## config.mk

```make
export PLATFORM = sky130hd
export DESIGN_NAME = rotary_position_counter_flat
export DESIGN_NICKNAME = d
export VERILOG_FILES = /design/src/rtl/rotary_pkg.sv /design/src/rtl/rotary_position_counter_if.sv /design/src/rtl/rotary_gap_timer.sv /design/src/rtl/rotary_position_counter.sv /design/src/flat_wrapper.sv
export SDC_FILE = /design/constraint.sdc
export NUM_CORES = 1
export LEC_CHECK = 0
export CAP_MARGIN = 30
export CORE_ASPECT_RATIO = 0.75
export CORE_MARGIN = 2
export CORE_UTILIZATION = 55
export CTS_CLUSTER_DIAMETER = 100
export DETAILED_ROUTE_END_ITERATION = 16
export HOLD_SLACK_MARGIN = 0.02
export PLACE_DENSITY_LB_ADDON = 0.08
export REMOVE_ABC_BUFFERS = 1
export SYNTH_ARGS = -nofsm -noshare
export SYNTH_HDL_FRONTEND = slang
export SYNTH_SLANG_ARGS = --single-unit
```

## constraint.sdc

```tcl
create_clock -name i_clk -period 4.75 [get_ports i_clk]
set_clock_uncertainty 0.1 [all_clocks]
set_input_delay 0.475 -clock i_clk [delete_from_list [all_inputs] [get_ports i_clk]]
set_output_delay 0.475 -clock i_clk [all_outputs]
set_load 0.05 [all_outputs]
```

## src/rtl/rotary_pkg.sv

```systemverilog
// -----------------------------------------------------------------------------
// rotary_pkg
// Shared definitions for the rotary position counter:
//   rot_state_e : acceleration FSM states (IDLE, SLOW, FAST)
//   DIR_CW      : i_cnt_cw value for an increment
//   DIR_CCW     : i_cnt_cw value for a decrement
//   EXT_GUARD   : extra guard bits used by the position arithmetic so that
//                 value + step and value + range never overflow
// No ports (package).
// -----------------------------------------------------------------------------
package rotary_pkg;

  typedef enum logic [1:0] {
    IDLE = 2'd0,
    SLOW = 2'd1,
    FAST = 2'd2
  } rot_state_e;

  localparam logic DIR_CW  = 1'b1;
  localparam logic DIR_CCW = 1'b0;

  localparam int EXT_GUARD = 2;

endpackage

```

## src/rtl/rotary_position_counter_if.sv

```systemverilog
// -----------------------------------------------------------------------------
// rotary_position_counter_if
// Bundles the event/load inputs and the position outputs of the rotary
// position counter.
//   i_cnt, i_cnt_cw      : rotation event pulse and its direction
//   i_load, i_load_value : synchronous load strobe and value
//   o_value              : registered position
//   o_changed            : one-cycle pulse when o_value takes a new value
//   o_at_min, o_at_max   : registered bound flags
//   o_fast               : acceleration FSM is in FAST
// Modports: master (event source / consumer), slave (the counter).
// -----------------------------------------------------------------------------
interface rotary_position_counter_if #(
  parameter int WIDTH = 8
);

  logic             i_cnt;
  logic             i_cnt_cw;
  logic             i_load;
  logic [WIDTH-1:0] i_load_value;

  logic [WIDTH-1:0] o_value;
  logic             o_changed;
  logic             o_at_min;
  logic             o_at_max;
  logic             o_fast;

  modport master (
    output i_cnt,
    output i_cnt_cw,
    output i_load,
    output i_load_value,
    input  o_value,
    input  o_changed,
    input  o_at_min,
    input  o_at_max,
    input  o_fast
  );

  modport slave (
    input  i_cnt,
    input  i_cnt_cw,
    input  i_load,
    input  i_load_value,
    output o_value,
    output o_changed,
    output o_at_min,
    output o_at_max,
    output o_fast
  );

endinterface

```

## src/rtl/rotary_gap_timer.sv

```systemverilog
// -----------------------------------------------------------------------------
// rotary_gap_timer
// Measures the number of clocks since the last rotation event. The count is
// cleared by i_clear, otherwise increments and saturates at WINDOW. It comes
// out of reset already saturated, so the first event after reset always sees
// an expired streak.
// Ports:
//   i_clk      : clock, rising edge
//   i_rst_n    : asynchronous active-low reset
//   i_clear    : restart the gap measurement (one per event)
//   o_expired  : count has reached WINDOW
// -----------------------------------------------------------------------------
module rotary_gap_timer #(
  parameter int WINDOW = 50000
) (
  input  logic i_clk,
  input  logic i_rst_n,
  input  logic i_clear,
  output logic o_expired
);

  localparam int            TW    = $clog2(WINDOW + 1);
  localparam logic [TW-1:0] WIN_T = TW'(WINDOW);

  logic [TW-1:0] cnt_q;
  logic [TW-1:0] cnt_d;

  always_comb begin
    cnt_d = cnt_q;
    if (i_clear) begin
      cnt_d = '0;
    end else if (cnt_q != WIN_T) begin
      cnt_d = cnt_q + TW'(1);
    end
  end

  always_ff @(posedge i_clk or negedge i_rst_n) begin
    if (!i_rst_n) begin
      cnt_q <= WIN_T;
    end else begin
      cnt_q <= cnt_d;
    end
  end

  assign o_expired = (cnt_q == WIN_T);

endmodule

```

## src/rtl/rotary_position_counter.sv

```systemverilog
// -----------------------------------------------------------------------------
// rotary_position_counter
// Bounded position counter driven by encoder events, with an acceleration
// FSM: a streak of ACCEL_COUNT same-direction events, each within
// ACCEL_WINDOW clocks of the previous one, switches the step from 1 to
// ACCEL_STEP. Bounds either saturate (WRAP=0) or wrap (WRAP=1).
// Ports:
//   i_clk   : clock, rising edge
//   i_rst_n : asynchronous active-low reset
//   bus     : slave side of rotary_position_counter_if
//             (i_cnt, i_cnt_cw, i_load, i_load_value in;
//              o_value, o_changed, o_at_min, o_at_max, o_fast out)
// -----------------------------------------------------------------------------
module rotary_position_counter
  import rotary_pkg::*;
#(
  parameter int WIDTH        = 8,
  parameter int MIN_VAL      = 0,
  parameter int MAX_VAL      = 100,
  parameter int INIT_VAL     = 0,
  parameter int WRAP         = 0,
  parameter int ACCEL_WINDOW = 50000,
  parameter int ACCEL_COUNT  = 4,
  parameter int ACCEL_STEP   = 5
) (
  input  logic                      i_clk,
  input  logic                      i_rst_n,
  rotary_position_counter_if.slave  bus
);

  // Arithmetic is done WIDTH+2 bits wide: MAX_VAL + ACCEL_STEP and
  // value + range both stay below 2**(WIDTH+1), so no intermediate wraps.
  localparam int             EXT     = WIDTH + EXT_GUARD;
  localparam logic [EXT-1:0] MIN_X   = EXT'(MIN_VAL);
  localparam logic [EXT-1:0] MAX_X   = EXT'(MAX_VAL);
  localparam logic [EXT-1:0] RANGE_X = EXT'(MAX_VAL - MIN_VAL + 1);
  localparam logic [EXT-1:0] ACCEL_X = EXT'(ACCEL_STEP);

  localparam logic [WIDTH-1:0] MIN_W  = WIDTH'(MIN_VAL);
  localparam logic [WIDTH-1:0] MAX_W  = WIDTH'(MAX_VAL);
  localparam logic [WIDTH-1:0] INIT_W = WIDTH'(INIT_VAL);

  localparam int            SW          = $clog2(ACCEL_COUNT + 1);
  localparam logic [SW-1:0] STREAK_FULL = SW'(ACCEL_COUNT);
  // With a streak length of one, the very first event already qualifies.
  localparam bit            FIRST_FAST  = (ACCEL_COUNT <= 1);

  // ---------------------------------------------------------------------------
  // Gap timer: restarted by every raw event, including one swallowed by load.
  // ---------------------------------------------------------------------------
  logic expired;

  rotary_gap_timer #(
    .WINDOW (ACCEL_WINDOW)
  ) u_gap_timer (
    .i_clk     (i_clk),
    .i_rst_n   (i_rst_n),
    .i_clear   (bus.i_cnt),
    .o_expired (expired)
  );

  // ---------------------------------------------------------------------------
  // Acceleration FSM
  // ---------------------------------------------------------------------------
  rot_state_e    state_q;
  logic [SW-1:0] streak_q;
  logic          dir_q;
  logic          fast_q;

  // An event arriving in the same cycle the window expires is no longer part
  // of the streak, so it gets the slow step even if FAST has not yet been
  // left on a quiet cycle.
  logic fast_step;
  assign fast_step = (state_q == FAST) && !expired;

  always_ff @(posedge i_clk or negedge i_rst_n) begin
    if (!i_rst_n) begin
      state_q  <= IDLE;
      streak_q <= '0;
      dir_q    <= DIR_CCW;
      fast_q   <= 1'b0;
    end else if (bus.i_load) begin
      state_q  <= IDLE;
      streak_q <= '0;
      fast_q   <= 1'b0;
    end else if (bus.i_cnt) begin
      dir_q <= bus.i_cnt_cw;
      if ((state_q == IDLE) || expired || (bus.i_cnt_cw != dir_q)) begin
        // Start of a fresh streak.
        streak_q <= SW'(1);
        if (FIRST_FAST) begin
          state_q <= FAST;
          fast_q  <= 1'b1;
        end else begin
          state_q <= SLOW;
          fast_q  <= 1'b0;
        end
      end else if (state_q == SLOW) begin
        streak_q <= streak_q + SW'(1);
        if ((streak_q + SW'(1)) == STREAK_FULL) begin
          state_q <= FAST;
          fast_q  <= 1'b1;
        end
      end
      // FAST with same direction inside the window: hold.
    end else if (expired && (state_q != IDLE)) begin
      state_q  <= IDLE;
      streak_q <= '0;
      fast_q   <= 1'b0;
    end
  end

  // ---------------------------------------------------------------------------
  // Position datapath
  // ---------------------------------------------------------------------------
  logic [WIDTH-1:0] value_q;
  logic [WIDTH-1:0] value_d;
  logic             changed_q;
  logic             at_min_q;
  logic             at_max_q;

  logic [EXT-1:0] cur_x;
  logic [EXT-1:0] step_x;
  logic [EXT-1:0] ld_x;
  logic [EXT-1:0] sum_x;
  logic [EXT-1:0] calc_x;

  always_comb begin
    cur_x  = EXT'(value_q);
    step_x = fast_step ? ACCEL_X : EXT'(1);
    ld_x   = EXT'(bus.i_load_value);
    sum_x  = cur_x + step_x;
    calc_x = cur_x;

    if (bus.i_load) begin
      if (ld_x < MIN_X) begin
        calc_x = MIN_X;
      end else if (ld_x > MAX_X) begin
        calc_x = MAX_X;
      end else begin
        calc_x = ld_x;
      end
    end else if (bus.i_cnt) begin
      if (bus.i_cnt_cw == DIR_CW) begin
        if (sum_x > MAX_X) begin
          calc_x = (WRAP != 0) ? (sum_x - RANGE_X) : MAX_X;
        end else begin
          calc_x = sum_x;
        end
      end else begin
        // Compare against MIN+step instead of forming cur-step, which would
        // underflow the unsigned arithmetic.
        if (cur_x < (MIN_X + step_x)) begin
          calc_x = (WRAP != 0) ? (cur_x + RANGE_X - step_x) : MIN_X;
        end else begin
          calc_x = cur_x - step_x;
        end
      end
    end

    value_d = WIDTH'(calc_x);
  end

  always_ff @(posedge i_clk or negedge i_rst_n) begin
    if (!i_rst_n) begin
      value_q   <= INIT_W;
      changed_q <= 1'b0;
      at_min_q  <= (INIT_W == MIN_W);
      at_max_q  <= (INIT_W == MAX_W);
    end else begin
      value_q   <= value_d;
      changed_q <= (value_d != value_q);
      at_min_q  <= (value_d == MIN_W);
      at_max_q  <= (value_d == MAX_W);
    end
  end

  assign bus.o_value   = value_q;
  assign bus.o_changed = changed_q;
  assign bus.o_at_min  = at_min_q;
  assign bus.o_at_max  = at_max_q;
  assign bus.o_fast    = fast_q;

endmodule

```

## src/flat_wrapper.sv

```systemverilog
// flat-port wrapper written by rule: the top's interface ports become plain ports
module rotary_position_counter_flat import rotary_pkg::*;
#(
  parameter int WIDTH        = 8,
  parameter int MIN_VAL      = 0,
  parameter int MAX_VAL      = 100,
  parameter int INIT_VAL     = 0,
  parameter int WRAP         = 0,
  parameter int ACCEL_WINDOW = 50000,
  parameter int ACCEL_COUNT  = 4,
  parameter int ACCEL_STEP   = 5
)
  (i_clk, i_rst_n, bus_i_cnt, bus_i_cnt_cw, bus_i_load, bus_i_load_value, bus_o_value, bus_o_changed, bus_o_at_min, bus_o_at_max, bus_o_fast);
  rotary_position_counter_if #(.WIDTH(WIDTH)) bus_i ();
  input  logic i_clk;
  input  logic i_rst_n;
  input wire logic [$bits(bus_i.i_cnt)-1:0] bus_i_cnt;
  input wire logic [$bits(bus_i.i_cnt_cw)-1:0] bus_i_cnt_cw;
  input wire logic [$bits(bus_i.i_load)-1:0] bus_i_load;
  input wire logic [$bits(bus_i.i_load_value)-1:0] bus_i_load_value;
  output wire logic [$bits(bus_i.o_value)-1:0] bus_o_value;
  output wire logic [$bits(bus_i.o_changed)-1:0] bus_o_changed;
  output wire logic [$bits(bus_i.o_at_min)-1:0] bus_o_at_min;
  output wire logic [$bits(bus_i.o_at_max)-1:0] bus_o_at_max;
  output wire logic [$bits(bus_i.o_fast)-1:0] bus_o_fast;
  assign bus_i.i_cnt = bus_i_cnt;
  assign bus_i.i_cnt_cw = bus_i_cnt_cw;
  assign bus_i.i_load = bus_i_load;
  assign bus_i.i_load_value = bus_i_load_value;
  assign bus_o_value = bus_i.o_value;
  assign bus_o_changed = bus_i.o_changed;
  assign bus_o_at_min = bus_i.o_at_min;
  assign bus_o_at_max = bus_i.o_at_max;
  assign bus_o_fast = bus_i.o_fast;
  rotary_position_counter #(.WIDTH(WIDTH), .MIN_VAL(MIN_VAL), .MAX_VAL(MAX_VAL), .INIT_VAL(INIT_VAL), .WRAP(WRAP), .ACCEL_WINDOW(ACCEL_WINDOW), .ACCEL_COUNT(ACCEL_COUNT), .ACCEL_STEP(ACCEL_STEP)) u_core (.i_clk(i_clk), .i_rst_n(i_rst_n), .bus(bus_i));
endmodule
```

==> flow_summary.rst <==
.. list-table::
   :header-rows: 1

   * - Metric
     - Value
   * - Crit path time final
     - 3.98 ns
   * - Global-route total usage across every layer
     - 27.9%
   * - Synthesized instance count
     - 301
   * - Worst setup path category
     - reg -> reg
   * - Max-Cap Viols
     - 0
   * - Count leader, synth
     - sky130_fd_sc_hd__nor2_1
   * - Fraction of the yosys area taken by sequential cells
     - 33.3%
   * - Async set-or-reset flop fraction in the synthesized netlist
     - 100%
   * - Height of the die
     - 62.5 um
   * - Worst-case hold path end point
     - u_core.dir_q$_DFFE_PN0P_
   * - Leakage power total
     - 1.18 nW
   * - DRC violations left
     - 0
   * - CP Capture Type
     - register
   * - Run status
     - finished clean
   * - Area growth from synthesis to layout
     - 15.5%
   * - Cell area after technology mapping
     - 2510 sq um
   * - Count of final hold-check violations
     - 0
   * - Slew HR
     - 56.7%
   * - Register bit total from synthesis
     - 33
   * - Reg2Reg Depth
     - 11
   * - Global-route wire length before repair
     - 11000 um
   * - Count of unique library cells instantiated by Yosys
     - 63
   * - Area share of the largest cell type after synthesis
     - 25.9%
   * - Port Buffer Count
     - 24
   * - Total number of vias
     - 2394
   * - Net count reported at finish
     - 344
   * - Final Hold Slack
     - 0.413 ns
   * - Sum of negative setup slack
     - 0 ns
   * - Die boundary width
     - 82.0 um
   * - GRT Residual Overflow
     - 0
   * - Number of warnings printed during yosys synthesis
     - 0
   * - Routability cong.
     - 0.960
   * - Ys flop type
     - sky130_fd_sc_hd__dfrtp_1
   * - Peak supply drop
     - 0.224 mV
   * - # IOs
     - 25
   * - Clock transition at the register clock pins on the worst setup and hold paths after CTS
     - 0.07 ns
   * - CTS Hold Buffers Added
     - 0
   * - Data arrival time of the worst path
     - 4.05 ns
   * - # diodes
     - 0
   * - Sequential fraction of design power
     - 37.9%
   * - Cell type with the highest aggregate area in the netlist
     - sky130_fd_sc_hd__dfrtp_1
   * - Unrepaired setup endpoints after global routing
     - false
   * - Beginning of the worst register-to-register path
     - u_core.u_gap_timer.cnt_q[4]$_DFFE_PN1P_
   * - Initial antenna violation count
     - 0
   * - Min-Delay Path Class
     - reg -> reg
   * - Maximum clock frequency
     - 251 MHz
   * - Latest clock arrival within the worst-skew pair
     - 0.28 ns
   * - Number of inserted filler cells in the final layout
     - 384
   * - Worst Path Required
     - 4.82 ns
   * - Final setup vio count
     - 0
   * - Starting Density
     - 56.8%
   * - Final Cycle Share
     - 83.9%
   * - Wire length reported by the detailed router
     - 6590 um
   * - Per-instance average area after synthesis
     - 8.33 sq um
   * - Critical hold path startpoint
     - u_core.dir_q$_DFFE_PN0P_
   * - Floorplan core area
     - 4410 sq um
   * - Area after detailed placement
     - 2780 sq um
   * - Top cells by area, synth
     - sky130_fd_sc_hd__dfrtp_1 (26%), sky130_fd_sc_hd__dfstp_2 (7.3%), sky130_fd_sc_hd__nor2_1 (4.8%)
   * - Placed wire-length estimate after detailed placement
     - 4870 um
   * - Vias per cell
     - 6.30
   * - Post-CTS setup-driven buffer insertion count
     - 0
   * - Number of global-route vias before repair
     - 2264
   * - Final count of pins violating max slew
     - 0
   * - Number of design-rule violations left by the first detailed-router iteration
     - 246
   * - Most frequent cells after synthesis
     - sky130_fd_sc_hd__nor2_1 (32), sky130_fd_sc_hd__dfrtp_1 (26), sky130_fd_sc_hd__nand2_1 (26)
   * - Capturing point of the worst reg2reg path
     - u_core.bus.o_at_max$_DFF_PN0_
   * - Sw Ratio
     - 35.4%
   * - Fin area
     - 2900 sq um
   * - R2R setup slack
     - 0.77 ns
   * - Worst-case clock buffer depth
     - 2
   * - Largest fanout of any net on the critical path
     - 10
   * - Hold path depth
     - 2
   * - Actual transition at the worst max-transition pin
     - 0.645 ns
   * - Post-cts gate resize count
     - 0
   * - Net switching power of the design
     - 312 uW
   * - Count of TritonRoute iterations in the first routing pass
     - 5
   * - CP startpoint kind
     - register
   * - Power density over cell area
     - 304 nW/um^2
   * - Total die area
     - 5120 sq um
   * - Rows
     - 21
   * - Number of synthesized flops with an enable pin
     - 0
   * - Clock buffer count from CTS
     - 5
   * - Maximum number of pins on one net before global-route repair
     - 34
   * - Buffer type at the clock tree root
     - sky130_fd_sc_hd__clkbuf_8
   * - Fraction of power consumed by combinational cells
     - 31.0%
   * - Number of nets still failing antenna checks after routing
     - 0
   * - Wire per inst
     - 17.3 um
   * - H-Tree Level Count
     - 2
   * - Part of the power in the clock network
     - 31.0%
   * - Internal power contribution
     - 570 uW
   * - Clock tree from TritonCTS
     - built
   * - Fraction of final layout cells sized beyond drive strength 1
     - 8.67%
   * - Clk sink count
     - 33
   * - Design Power
     - 882 uW
-- worst max path at each step --
stage,startpoint,to,slack (ns),cells after the start
after floorplan,u_core.u_gap_timer.cnt_q[14]$_DFFE_PN1P_,u_core.bus.o_at_min$_DFF_PN1_,1.41,11
after CTS,u_core.u_gap_timer.cnt_q[4]$_DFFE_PN1P_,u_core.bus.o_at_max$_DFF_PN0_,0.81,11
final,u_core.u_gap_timer.cnt_q[4]$_DFFE_PN1P_,u_core.bus.o_at_max$_DFF_PN0_,0.77,11
after global placement,u_core.u_gap_timer.cnt_q[0]$_DFFE_PN0P_,u_core.bus.o_at_max$_DFF_PN0_,0.97,13
after global routing,u_core.u_gap_timer.cnt_q[4]$_DFFE_PN1P_,u_core.bus.o_at_max$_DFF_PN0_,0.34,11
after detailed placement,u_core.u_gap_timer.cnt_q[4]$_DFFE_PN1P_,u_core.bus.o_at_max$_DFF_PN0_,0.83,11
-- registers in the layout (all words and copies together) (netlist names) --
signal,flops
u_core.bus.o_at_max,1
u_core.bus.o_at_min,1
u_core.bus.o_changed,1
u_core.bus.o_fast,1
u_core.bus.o_value,8
u_core.dir_q,1
u_core.state_q,1
u_core.streak_q,3
u_core.u_gap_timer.cnt_q,16
-- logic make-up after synthesis --
| logic type | after synthesis | share of synthesized area, % |
|---|---|---|
| flops | 33 | 33.3 |
| xor+xnor | 17 | 5.94 |
| simple gates | 144 | 32.2 |
| fa+ha+maj | 9 | 4.49 |
| compound gates | 74 | 20.0 |
| buf+inv | 24 | 4.09 |
-- per-stage QoR --
stage | utilization [%] | std cells | setup WS (ns)
after floorplan | - | 288 | 1.41
after global placement | 63.0 | 372 | 0.972
after detailed placement | 63.0 | 372 | 0.832
after CTS | 65.6 | 380 | 0.805
after global routing | 65.6 | 380 | 0.336
final | 65.6 | 380 | 0.765
-- layout by cell type, fill, tap and decap left out, types with 3 or more instances in the layout --
| master | instances |
|---|---|
| sky130_fd_sc_hd__nand2b_1 | 7 |
| sky130_fd_sc_hd__xor2_1 | 13 |
| sky130_fd_sc_hd__nor2_1 | 32 |
| sky130_fd_sc_hd__nor3_1 | 9 |
| sky130_fd_sc_hd__buf_4 | 3 |
| sky130_fd_sc_hd__a211oi_1 | 3 |
| sky130_fd_sc_hd__a21oi_1 | 14 |
| sky130_fd_sc_hd__nor2b_1 | 6 |
| sky130_fd_sc_hd__clkdlybuf4s50_1 | 24 |
| sky130_fd_sc_hd__nand4_1 | 7 |
| sky130_fd_sc_hd__or3_1 | 4 |
| sky130_fd_sc_hd__and4_1 | 4 |
| sky130_fd_sc_hd__a32oi_1 | 3 |
| sky130_fd_sc_hd__inv_1 | 11 |
| sky130_fd_sc_hd__nand3_1 | 12 |
| sky130_fd_sc_hd__nor4_1 | 4 |
| sky130_fd_sc_hd__nand2_1 | 26 |
| sky130_fd_sc_hd__dfstp_2 | 7 |
| sky130_fd_sc_hd__o31ai_1 | 4 |
| sky130_fd_sc_hd__xnor2_1 | 4 |
| sky130_fd_sc_hd__a31oi_1 | 4 |
| sky130_fd_sc_hd__and2_1 | 5 |
| sky130_fd_sc_hd__o211ai_1 | 4 |
| sky130_fd_sc_hd__dfrtp_1 | 26 |
| sky130_fd_sc_hd__a21o_1 | 3 |
| sky130_fd_sc_hd__and3_1 | 5 |
| sky130_fd_sc_hd__o21a_1 | 3 |
| sky130_fd_sc_hd__o2111ai_1 | 3 |
| sky130_fd_sc_hd__clkbuf_8 | 6 |
| sky130_fd_sc_hd__o21ai_0 | 17 |
| sky130_fd_sc_hd__ha_1 | 9 |
-- cell type report --
cell class,instances,area [sq um],area share (%)
Clock buffer,7,86.3,2.98
Sequential cell,33,835,28.8
Clock inverter,1,30.0,1.04
Inverter,11,41.3,1.42
Multi-Input combinational cell,244,1570,54.2
Tap cell,57,71.3,2.46
Timing Repair Buffer,27,263,9.07
-- metal layers --
metal	wire, um	global-route usage [%]
met5	0	0
met4	106	8.13
met3	700	9.97
met2	2560	35.9
met1	3220	43.2
-- critical path, cell delays in order (launching register included) --
cell and delay (ns):
sky130_fd_sc_hd__dfstp_2 0.55, sky130_fd_sc_hd__nor4bb_1 0.34, sky130_fd_sc_hd__nand4_1 0.36, sky130_fd_sc_hd__nand3_1 0.26, sky130_fd_sc_hd__ha_1 0.35, sky130_fd_sc_hd__and3b_1 0.41, sky130_fd_sc_hd__nand4_1 0.21, sky130_fd_sc_hd__a21oi_2 0.43
sky130_fd_sc_hd__a31oi_1 0.17, sky130_fd_sc_hd__o211ai_1 0.35, sky130_fd_sc_hd__nor4_2 0.11, sky130_fd_sc_hd__and4_1 0.22
-- power by group through the flow --
stage                     registers (mW)  logic (mW)  clock network, mW
after global placement             0.339       0.269                  0
after detailed placement           0.339       0.269                  0
after global routing               0.338       0.298              0.294
final                              0.335       0.274              0.274
after floorplan                    0.373       0.139                  0
after CTS                          0.334       0.270              0.280
No activity file was read; power rests on OpenSTA's default activity.
